--- src/rtl/processador_pkg.sv ---
// processador_pkg
// Shared definitions for the instruction-fetch front end:
//   - estado_t : program-counter FSM states
//   - ADDR_W   : instruction address width
//   - MUX_*    : control encodings of the next-address mux feeding the PC
//   - incrementa_endereco : sequential next address (carry discarded)
package processador_pkg;

    localparam int ADDR_W = 32;

    typedef enum logic [1:0] {
        EXECUTANDO = 2'b00,
        DRENANDO   = 2'b01,
        TROCANDO   = 2'b10,
        PARADO     = 2'b11
    } estado_t;

    // Next-address mux select encodings
    localparam logic [1:0] MUX_DESVIO     = 2'b11;
    localparam logic [1:0] MUX_MANTEM     = 2'b10;
    localparam logic [1:0] MUX_ZERO       = 2'b01;
    localparam logic [1:0] MUX_SEQUENCIAL = 2'b00;

    // Wraps 32'hFFFF_FFFF to 0
    function automatic logic [ADDR_W-1:0] incrementa_endereco(input logic [ADDR_W-1:0] endereco);
        return endereco + ADDR_W'(1);
    endfunction

endpackage

--- src/rtl/tabela_contexto.sv ---
// tabela_contexto
// Per-process saved-PC register file.
// Ports:
//   clock, reset              : clock and synchronous active-high clear of all slots
//   salva_en/_id/_dado        : context-save write (from the switch cycle)
//   escreve_en/_id/_dado      : initial-PC write from the OS
//   le_id / le_dado           : asynchronous read port
// When both writes target the same slot the context save wins; writes to
// different slots complete in the same cycle. Reads see pre-edge contents.
module tabela_contexto
    import processador_pkg::*;
#(
    parameter int NUM_PROCESSOS = 8,
    parameter int PID_W         = $clog2(NUM_PROCESSOS)
) (
    input  logic              clock,
    input  logic              reset,
    input  logic              salva_en,
    input  logic [PID_W-1:0]  salva_id,
    input  logic [ADDR_W-1:0] salva_dado,
    input  logic              escreve_en,
    input  logic [PID_W-1:0]  escreve_id,
    input  logic [ADDR_W-1:0] escreve_dado,
    input  logic [PID_W-1:0]  le_id,
    output logic [ADDR_W-1:0] le_dado
);

    logic [ADDR_W-1:0] slots [NUM_PROCESSOS];

    generate
        for (genvar gi = 0; gi < NUM_PROCESSOS; gi++) begin : g_slot
            logic [ADDR_W-1:0] slot_reg;
            logic              salva_aqui;
            logic              escreve_aqui;

            assign salva_aqui   = salva_en   && (salva_id   == PID_W'(gi));
            assign escreve_aqui = escreve_en && (escreve_id == PID_W'(gi));

            always_ff @(posedge clock) begin
                if (reset) begin
                    slot_reg <= '0;
                end else if (salva_aqui) begin
                    slot_reg <= salva_dado;
                end else if (escreve_aqui) begin
                    slot_reg <= escreve_dado;
                end
            end

            assign slots[gi] = slot_reg;
        end
    endgenerate

    // NUM_PROCESSOS is a power of two, so every le_id is in range
    assign le_dado = slots[le_id];

endmodule

--- src/rtl/contador_programa.sv ---
// contador_programa
// Program counter with process context switching.
// Ports:
//   clock, reset          : clock and synchronous active-high reset
//   endereco_entrada      : next address from the mux
//   halt                  : halt retired -> PARADO until reset
//   troca_contexto        : single-cycle switch request, with id_processo_novo
//   escreve_pc_inicial    : OS write of pc_inicial into slot id_escrita
//   endereco_antigo       : current PC
//   endereco_instrucao    : PC + 1 (wrapping)
//   flag_pausa_contexto   : high while draining and during the switch cycle
//   id_processo_atual     : running process
//   processador_parado    : high in PARADO
module contador_programa
    import processador_pkg::*;
#(
    parameter int NUM_PROCESSOS = 8,
    parameter int PID_W         = $clog2(NUM_PROCESSOS),
    parameter int PAUSA_CICLOS  = 3
) (
    input  logic              clock,
    input  logic              reset,
    input  logic [ADDR_W-1:0] endereco_entrada,
    input  logic              halt,
    input  logic              troca_contexto,
    input  logic [PID_W-1:0]  id_processo_novo,
    input  logic              escreve_pc_inicial,
    input  logic [PID_W-1:0]  id_escrita,
    input  logic [ADDR_W-1:0] pc_inicial,
    output logic [ADDR_W-1:0] endereco_antigo,
    output logic [ADDR_W-1:0] endereco_instrucao,
    output logic              flag_pausa_contexto,
    output logic [PID_W-1:0]  id_processo_atual,
    output logic              processador_parado
);

    localparam int CONT_W = (PAUSA_CICLOS > 1) ? $clog2(PAUSA_CICLOS) : 1;

    estado_t           estado_reg;
    logic [ADDR_W-1:0] pc_reg;
    logic [PID_W-1:0]  atual_reg;
    logic [PID_W-1:0]  novo_reg;
    logic [CONT_W-1:0] cont_reg;
    logic              flag_reg;
    logic              parado_reg;

    logic              salva_en;
    logic              escreve_en;
    logic [ADDR_W-1:0] pc_salvo;

    // Save happens in the switch cycle; the OS write is blocked only in PARADO
    // (same-slot conflicts in TROCANDO are resolved inside the table).
    assign salva_en   = (estado_reg == TROCANDO);
    assign escreve_en = escreve_pc_inicial && (estado_reg != PARADO);

    tabela_contexto #(
        .NUM_PROCESSOS (NUM_PROCESSOS),
        .PID_W         (PID_W)
    ) u_tabela (
        .clock        (clock),
        .reset        (reset),
        .salva_en     (salva_en),
        .salva_id     (atual_reg),
        .salva_dado   (pc_reg),
        .escreve_en   (escreve_en),
        .escreve_id   (id_escrita),
        .escreve_dado (pc_inicial),
        .le_id        (novo_reg),
        .le_dado      (pc_salvo)
    );

    always_ff @(posedge clock) begin
        if (reset) begin
            estado_reg <= EXECUTANDO;
            pc_reg     <= '0;
            atual_reg  <= '0;
            novo_reg   <= '0;
            cont_reg   <= '0;
            flag_reg   <= 1'b0;
            parado_reg <= 1'b0;
        end else begin
            case (estado_reg)
                EXECUTANDO: begin
                    if (halt) begin
                        estado_reg <= PARADO;
                        parado_reg <= 1'b1;
                    end else if (troca_contexto) begin
                        // The address presented now is the resume address
                        pc_reg     <= endereco_entrada;
                        novo_reg   <= id_processo_novo;
                        cont_reg   <= CONT_W'(PAUSA_CICLOS - 1);
                        estado_reg <= DRENANDO;
                        flag_reg   <= 1'b1;
                    end else begin
                        pc_reg <= endereco_entrada;
                    end
                end
                DRENANDO: begin
                    if (cont_reg == '0) begin
                        estado_reg <= TROCANDO;
                    end else begin
                        cont_reg <= cont_reg - CONT_W'(1);
                    end
                end
                TROCANDO: begin
                    // Same-process switch: the table still holds a stale value
                    // for this slot, so keep the live PC instead.
                    if (novo_reg != atual_reg) begin
                        pc_reg <= pc_salvo;
                    end
                    atual_reg  <= novo_reg;
                    estado_reg <= EXECUTANDO;
                    flag_reg   <= 1'b0;
                end
                default: begin
                    // PARADO: frozen until reset
                end
            endcase
        end
    end

    assign endereco_antigo     = pc_reg;
    assign endereco_instrucao  = incrementa_endereco(pc_reg);
    assign flag_pausa_contexto = flag_reg;
    assign id_processo_atual   = atual_reg;
    assign processador_parado  = parado_reg;

endmodule

--- config.mk ---
export PLATFORM = sky130hd
export DESIGN_NAME = contador_programa
export DESIGN_NICKNAME = d
export VERILOG_FILES = /design/src/rtl/processador_pkg.sv /design/src/rtl/tabela_contexto.sv /design/src/rtl/contador_programa.sv
export SDC_FILE = /design/constraint.sdc
export NUM_CORES = 1
export LEC_CHECK = 0
export ABC_CLOCK_PERIOD_IN_PS = 4900
export CAP_MARGIN = 20
export CORE_ASPECT_RATIO = 0.75
export CORE_MARGIN = 1.5
export CORE_UTILIZATION = 35
export DETAILED_ROUTE_END_ITERATION = 6
export GPL_TIMING_DRIVEN = 0
export PLACE_DENSITY = 0.54
export SYNTH_ARGS = -nofsm -noshare
export SYNTH_HDL_FRONTEND = slang
export SYNTH_SLANG_ARGS = --single-unit
--- constraint.sdc ---
create_clock -name clock -period 4.9 [get_ports clock]
set_input_delay 0.735 -clock clock [delete_from_list [all_inputs] [get_ports clock]]
set_output_delay 0.735 -clock clock [all_outputs]
set_load 0.01 [all_outputs]
Word level (Yosys, flattened, before mapping)
Cells that the tools add are included.
{"block": "op_classes", "eq_ne": 24, "div_mod_pow": 0, "n_bitwise": 2, "shift": 0, "add_sub_neg": 2, "n_lt_le_gt_ge": 1, "mux": 33, "multipliers": 0, "n_reduce_logical": 38}
{"cell": "two-way mux 32 bit", "count": 20}
{"cell": "binary-select mux 32 bit (select 3 bit)", "count": 1}
{"cell": "one-hot mux 32 bit (2 select lines)", "count": 1}
{"cell": "adder 32 x 1 -> 32 bit (second input constant)", "count": 1}
{"cell": "equality test 3 bit (second input constant)", "count": 8}
{"cell": "nonzero test 2 bit", "count": 10}
{"cell": "logical AND 1 bit", "count": 17}
{"cell": "equality test 3 x 2 -> 1 bit (second input constant)", "count": 4}
{"cell": "two-way mux 2 bit", "count": 6}
{"cell": "!= test 2 bit (second input constant)", "count": 6}
{"cell": "AND reduction 3 bit", "count": 4}
{"cell": "equality test 3 x 1 -> 1 bit (second input constant)", "count": 2}
{"cell": "zero test 3 bit", "count": 2}
{"cell": "one-hot mux 2 bit (3 select lines)", "count": 1}
{"cell": "greater-or-equal comparator 4 bit (second input constant)", "count": 1}
{"cell": "zero test 2 bit", "count": 2}
{"cell": "NOT 3 -> 4 bit", "count": 1}
{"cell": "one-hot mux 2 bit (2 select lines)", "count": 1}
{"cell": "AND reduction 4 bit", "count": 1}
{"cell": "!= test 3 bit", "count": 1}
{"cell": "!= test 3 bit (second input constant)", "count": 1}
{"cell": "nonzero test 3 bit", "count": 1}
{"cell": "equality test 2 x 1 -> 1 bit (second input constant)", "count": 1}
{"cell": "equality test 2 bit (second input constant)", "count": 1}
{"cell": "other kinds (5)", "count": 6}
{"block": "totals", "out_inout_bits": 69, "n_memories": 0, "wordCells": 115, "input_bits": 75, "reg_bits": 300, "ramBits": 0, "romBits": 0, "latchBits": 0}

Depth between registers and ports, before layout
{"block": "logic_depth", "depth_word": 6, "ltp_mapped": 10, "depth_no_buf": 6}

Modules after synthesis
Synthesis repeated with hierarchy kept, for this count alone.
{"block": "unflattened", "hier_cells": 1988, "hier_area_um2": 16609.7}
{"module": "tabela_contexto", "area_each_um2": 13678.1, "n_inst": 1, "cells_each": 1628, "seq_area_each_um2": 5124.9}
{"module": "contador_programa", "area_each_um2": 2931.6, "n_inst": 1, "cells_each": 360, "seq_area_each_um2": 880.8}

Least setup slack after synthesis
OpenSTA, ideal clock, no wires.
{"block": "synth_timing", "path_type": "register to output", "from": "register pc_reg[0] (netlist: endereco_antigo[0])", "to": "output port endereco_instrucao[12]", "t_required_ns": 4.165, "setup_slack_ns": 2.477, "path_buffers": 0, "t_arrival_ns": 1.688, "path_stages_with_launch": 6, "cell_sequence": "dfxtp_1 ha_1 nand4_1 nor3_2 and3_1 xor2_1"}
{"block": "synth_via", "elab_chain_len": 1}
{"element": "from (decl)", "line_no": "contador_programa.sv:40", "source": "logic [ADDR_W-1:0] pc_reg;"}
{"element": "from (signal assigned)", "line_no": "contador_programa.sv:89", "source": "pc_reg <= endereco_entrada;"}
{"element": "from (signal assigned)", "line_no": "contador_programa.sv:95", "source": "pc_reg <= endereco_entrada;"}
{"element": "from (signal assigned)", "line_no": "contador_programa.sv:109", "source": "pc_reg <= pc_salvo;"}
{"element": "adder 32 x 1 -> 32 bit", "line_no": "processador_pkg.sv:26", "source": "return endereco + ADDR_W'(1);"}
{"element": "to (decl)", "line_no": "contador_programa.sv:31", "source": "output logic [ADDR_W-1:0] endereco_instrucao,"}
Every way passes these cells.

Final worst setup path
{"block": "layout_timing", "from": "register pc_reg[10] (netlist: endereco_antigo[10])", "to": "output port endereco_instrucao[26]"}
The elaborated chain is that of the path after synthesis.

==> results.md <==
- Status: finished clean
- Layout cells sized above 1: 0.0990
- DR pass1 iterations: 7
- FMAX: roughly 220 MHz
- Top cell type's share of synthesized area: 0.366
- Top post-synthesis cells by area: dfxtp_1 (37%), mux2i_1 (23%), a211oi_1 (11%), nor2_1 (6.4%), clkbuf_1 (2.5%)
- Setup TNS Final: 0 ps
- Slew at the pin closest to its max-slew limit: 1130 ps
- Postcts setup bufs: 0
- GPL Wtd Cong: 0.879
- Finish-stage setup viols: 0
- Largest net degree at the start of global routing: 14
- Worst EP required: 4160 ps
- Clock Pin Slew Worst Setup and Hold Paths: 60 ps
- CP bufs+invs: 2
- Synthesized cell area: 16400 sq um
- Post-Syn Instances: 1787
- Adder-cell share of the synthesized area: 0.00458
- Nets@finish: 2014
- Synth area leader: dfxtp_1
- Dpl hpwl: 47100 microns
- Final Max Tran Viols: 0
- Die Span Y: between 150 and 200 microns
- Peak supply drop: 0.000216 V
- Antenna violations before repair: 1
- Via count: 14900
- Mux share of post-synthesis cell area: 0.233
- Final hold violations: 0
- Power per cell area: 454 nW/um^2
- Max FFs per register: ~260
- IO Count: roughly 140
- Flop-to-flop setup slack: around 1900 ps
- Post_cts resized: 0
- Initial DRC Count: 1502
- Ys Warns: 0
- DRC violations left: 0
- Root Buffer: clkbuf_16
- Crit path DAT: 3760 ps
- Fin crit share: 0.917
- Most used cell, CP: nand4_1
- Setup Skew: 19.7 ps
- XOR/XNOR Fraction of Synth Area: 0.0176
- Net Count, Synth: 1868
- Filler Cells Inserted: between 4000 and 5000
- Fin crit period: about 4500 ps
- Worst-path cell chain: nand4_1 -> nor4bb_1 -> buf_2 -> nand4_1 -> xnor2_1 -> clkdlybuf4s50_1
- Fin util: 0.421
- CTS hold repair buffers: 0
- CP Class: flop to primary output
- Synth unique cells: 48
- Crit-path slowest cell: nor4bb_1
- Post-DR wirelength/cell: 25.5 microns
- Post-route ant nets: 0
- Core area: 46100 sq um
- Htree depth: 2
- HP Class: flop to flop
- Largest family of logic cells by synthesized area: multiplexers
- Syn-to-layout area delta: 18.5%
- CP delay by family, top: simple AND/OR/NAND/NOR gates
- Crit-path max FO: 8
- Post-synthesis sequential area ratio: 0.366
- # rows: about 70
- Mean area per synthesized cell: 9.18 sq um
- CP max stage delay: 840 ps
- Final worst slack: 407 ps
- PortBufs: 110
- Crit path launch type: flop
- Cts bufs inserted: 34
- Most frequent cells after synthesis: mux2i_1 (382), dfxtp_1 (300), nor2_1 (278)
- Dpl ws: 1050 ps
- Post-synth EDFFs: 0
- Simple-gate area share of the yosys netlist: 0.104
- Vias in the first global route: around 14000
- Asr flop ratio synth: 0
- Synth Area in Compound Gates: 0.203
- Crit end category: primary output
- Max_cap viols: 0
- Synthesized flop and latch total: 300
- GRT Total Usage: 0.268
- RSZ-0062 raised after global routing: no
- Ys flop type: dfxtp_1
- First-pass GRT wire length: 96200 microns
- Most frequent cell after synthesis: mux2i_1
- Static Leak: 6.78 nW
- WHS: 477 ps
- Total grt overflow: 0
- Relative slew slack: 0.246
- Die Width: 253 microns
- Clk sinks: 300
- CTS tree: done
- Final wirelength: 66100 microns
- Initial Util: 0.356
- Vias/cell: 5.74
- Worst-Skew Late Latency: approximately 540 ps
- Clock Path Buffers: 3
- Die Area: between 40000 and 50000 sq um
==> worst reg2reg max path: cells and delay by family (launching register included) <==
family | cells | cell delay (ps)
compound gates | 3 | 730
fa+ha+maj | 1 | 240
buf+inv | 4 | 1460
flops | 1 | 390
simple gates | 1 | 60
==> final cells by class <==
cell class / count / area, sq um / share of cell area
Tap cell: 630 / 788 / 0.0406
Antenna cell: 2 / 5.00 / 0.000258
Inverter: 8 / 30.0 / 0.00155
Timing Repair Buffer: 110 / 1100 / 0.0567
Clock inverter: 10 / 106 / 0.00547
Multi-Input combinational cell: 1243 / 9240 / 0.475
Buffer: 236 / 1140 / 0.0588
Clock buffer: 52 / 1020 / 0.0526
Sequential cell: 300 / 6010 / 0.309
==> metal layers <==
layer	wire length [microns]	up-vias	GRT usage
met5	103	-	0.0133
met4	1620	4	0.0774
met3	6040	73	0.0644
met2	27200	651	0.386
met1	31100	7321	0.391
li1	-	6834	-
==> power breakdown <==
| part | switching (W) | internal [W] | total (W) |
|---|---|---|---|
| clock network | 0.00111 | 0.00155 | 0.00266 |
| registers | 0.000243 | 0.00275 | 0.00299 |
| logic | 0.00196 | 0.00120 | 0.00317 |
| total | 0.00332 | 0.00551 | 0.00882 |
==> path summary, 6_finish.rpt <==
path,from,cells after the start,end
worst max-delay path,endereco_antigo[10],6,endereco_instrucao[26]
worst min-delay path,processador_parado,2,processador_parado
worst max register to register,estado_reg[0],9,endereco_antigo[25]
worst min register to register,processador_parado,2,processador_parado
==> stage by stage <==
| step | std cells | power, W | cell area, sq um |
|---|---|---|---|
| finish | 2591 | 0.00882 | 19400 |
| global route | 2589 | 0.00918 | 19400 |
| CTS | 2589 | 0.00879 | 19400 |
| detailed placement | 2527 | 0.00615 | 18300 |
| global placement | 2527 | 0.00610 | 18300 |
| floorplan | 1787 | 0.00484 | 16400 |
==> kinds of logic (layout without fill, tap and decap cells) <==
group / count (synthesis) / after routing
fa+ha+maj: 6 / 6
mux: 382 / 382
flops: 300 / 300
other cells: 0 / 2
compound gates: 442 / 442
buf+inv: 244 / 416
simple gates: 380 / 380
xor+xnor: 33 / 33
==> layout by cell type, fill, tap and decap left out, types with 4 or more instances in the layout <==
| cell | synthesis | final |
|---|---|---|
| inv_1 | 7 | 7 |
| clkbuf_8 | 0 | 4 |
| buf_6 | 6 | 6 |
| dfxtp_1 | 300 | 300 |
| o221ai_1 | 32 | 32 |
| and4_1 | 6 | 6 |
| xnor2_1 | 28 | 28 |
| nand2b_1 | 38 | 38 |
| clkdlybuf4s50_1 | 0 | 110 |
| xor2_1 | 5 | 5 |
| buf_4 | 32 | 32 |
| a211oi_1 | 230 | 230 |
| a211oi_2 | 28 | 28 |
| clkinv_2 | 0 | 6 |
| o21ai_0 | 32 | 32 |
| clkbuf_16 | 0 | 37 |
| o22ai_1 | 32 | 32 |
| mux2i_1 | 382 | 382 |
| nand4_1 | 12 | 12 |
| clkbuf_1 | 111 | 122 |
| nand3_1 | 13 | 13 |
| nor2_1 | 278 | 278 |
| o21bai_1 | 4 | 4 |
| and3_1 | 5 | 5 |
| a21oi_1 | 43 | 43 |
| ha_1 | 6 | 6 |
| buf_1 | 20 | 20 |
| buf_2 | 64 | 64 |
| nand2_1 | 9 | 9 |
| a311oi_1 | 33 | 33 |
(Power assumes the default switching activity.)
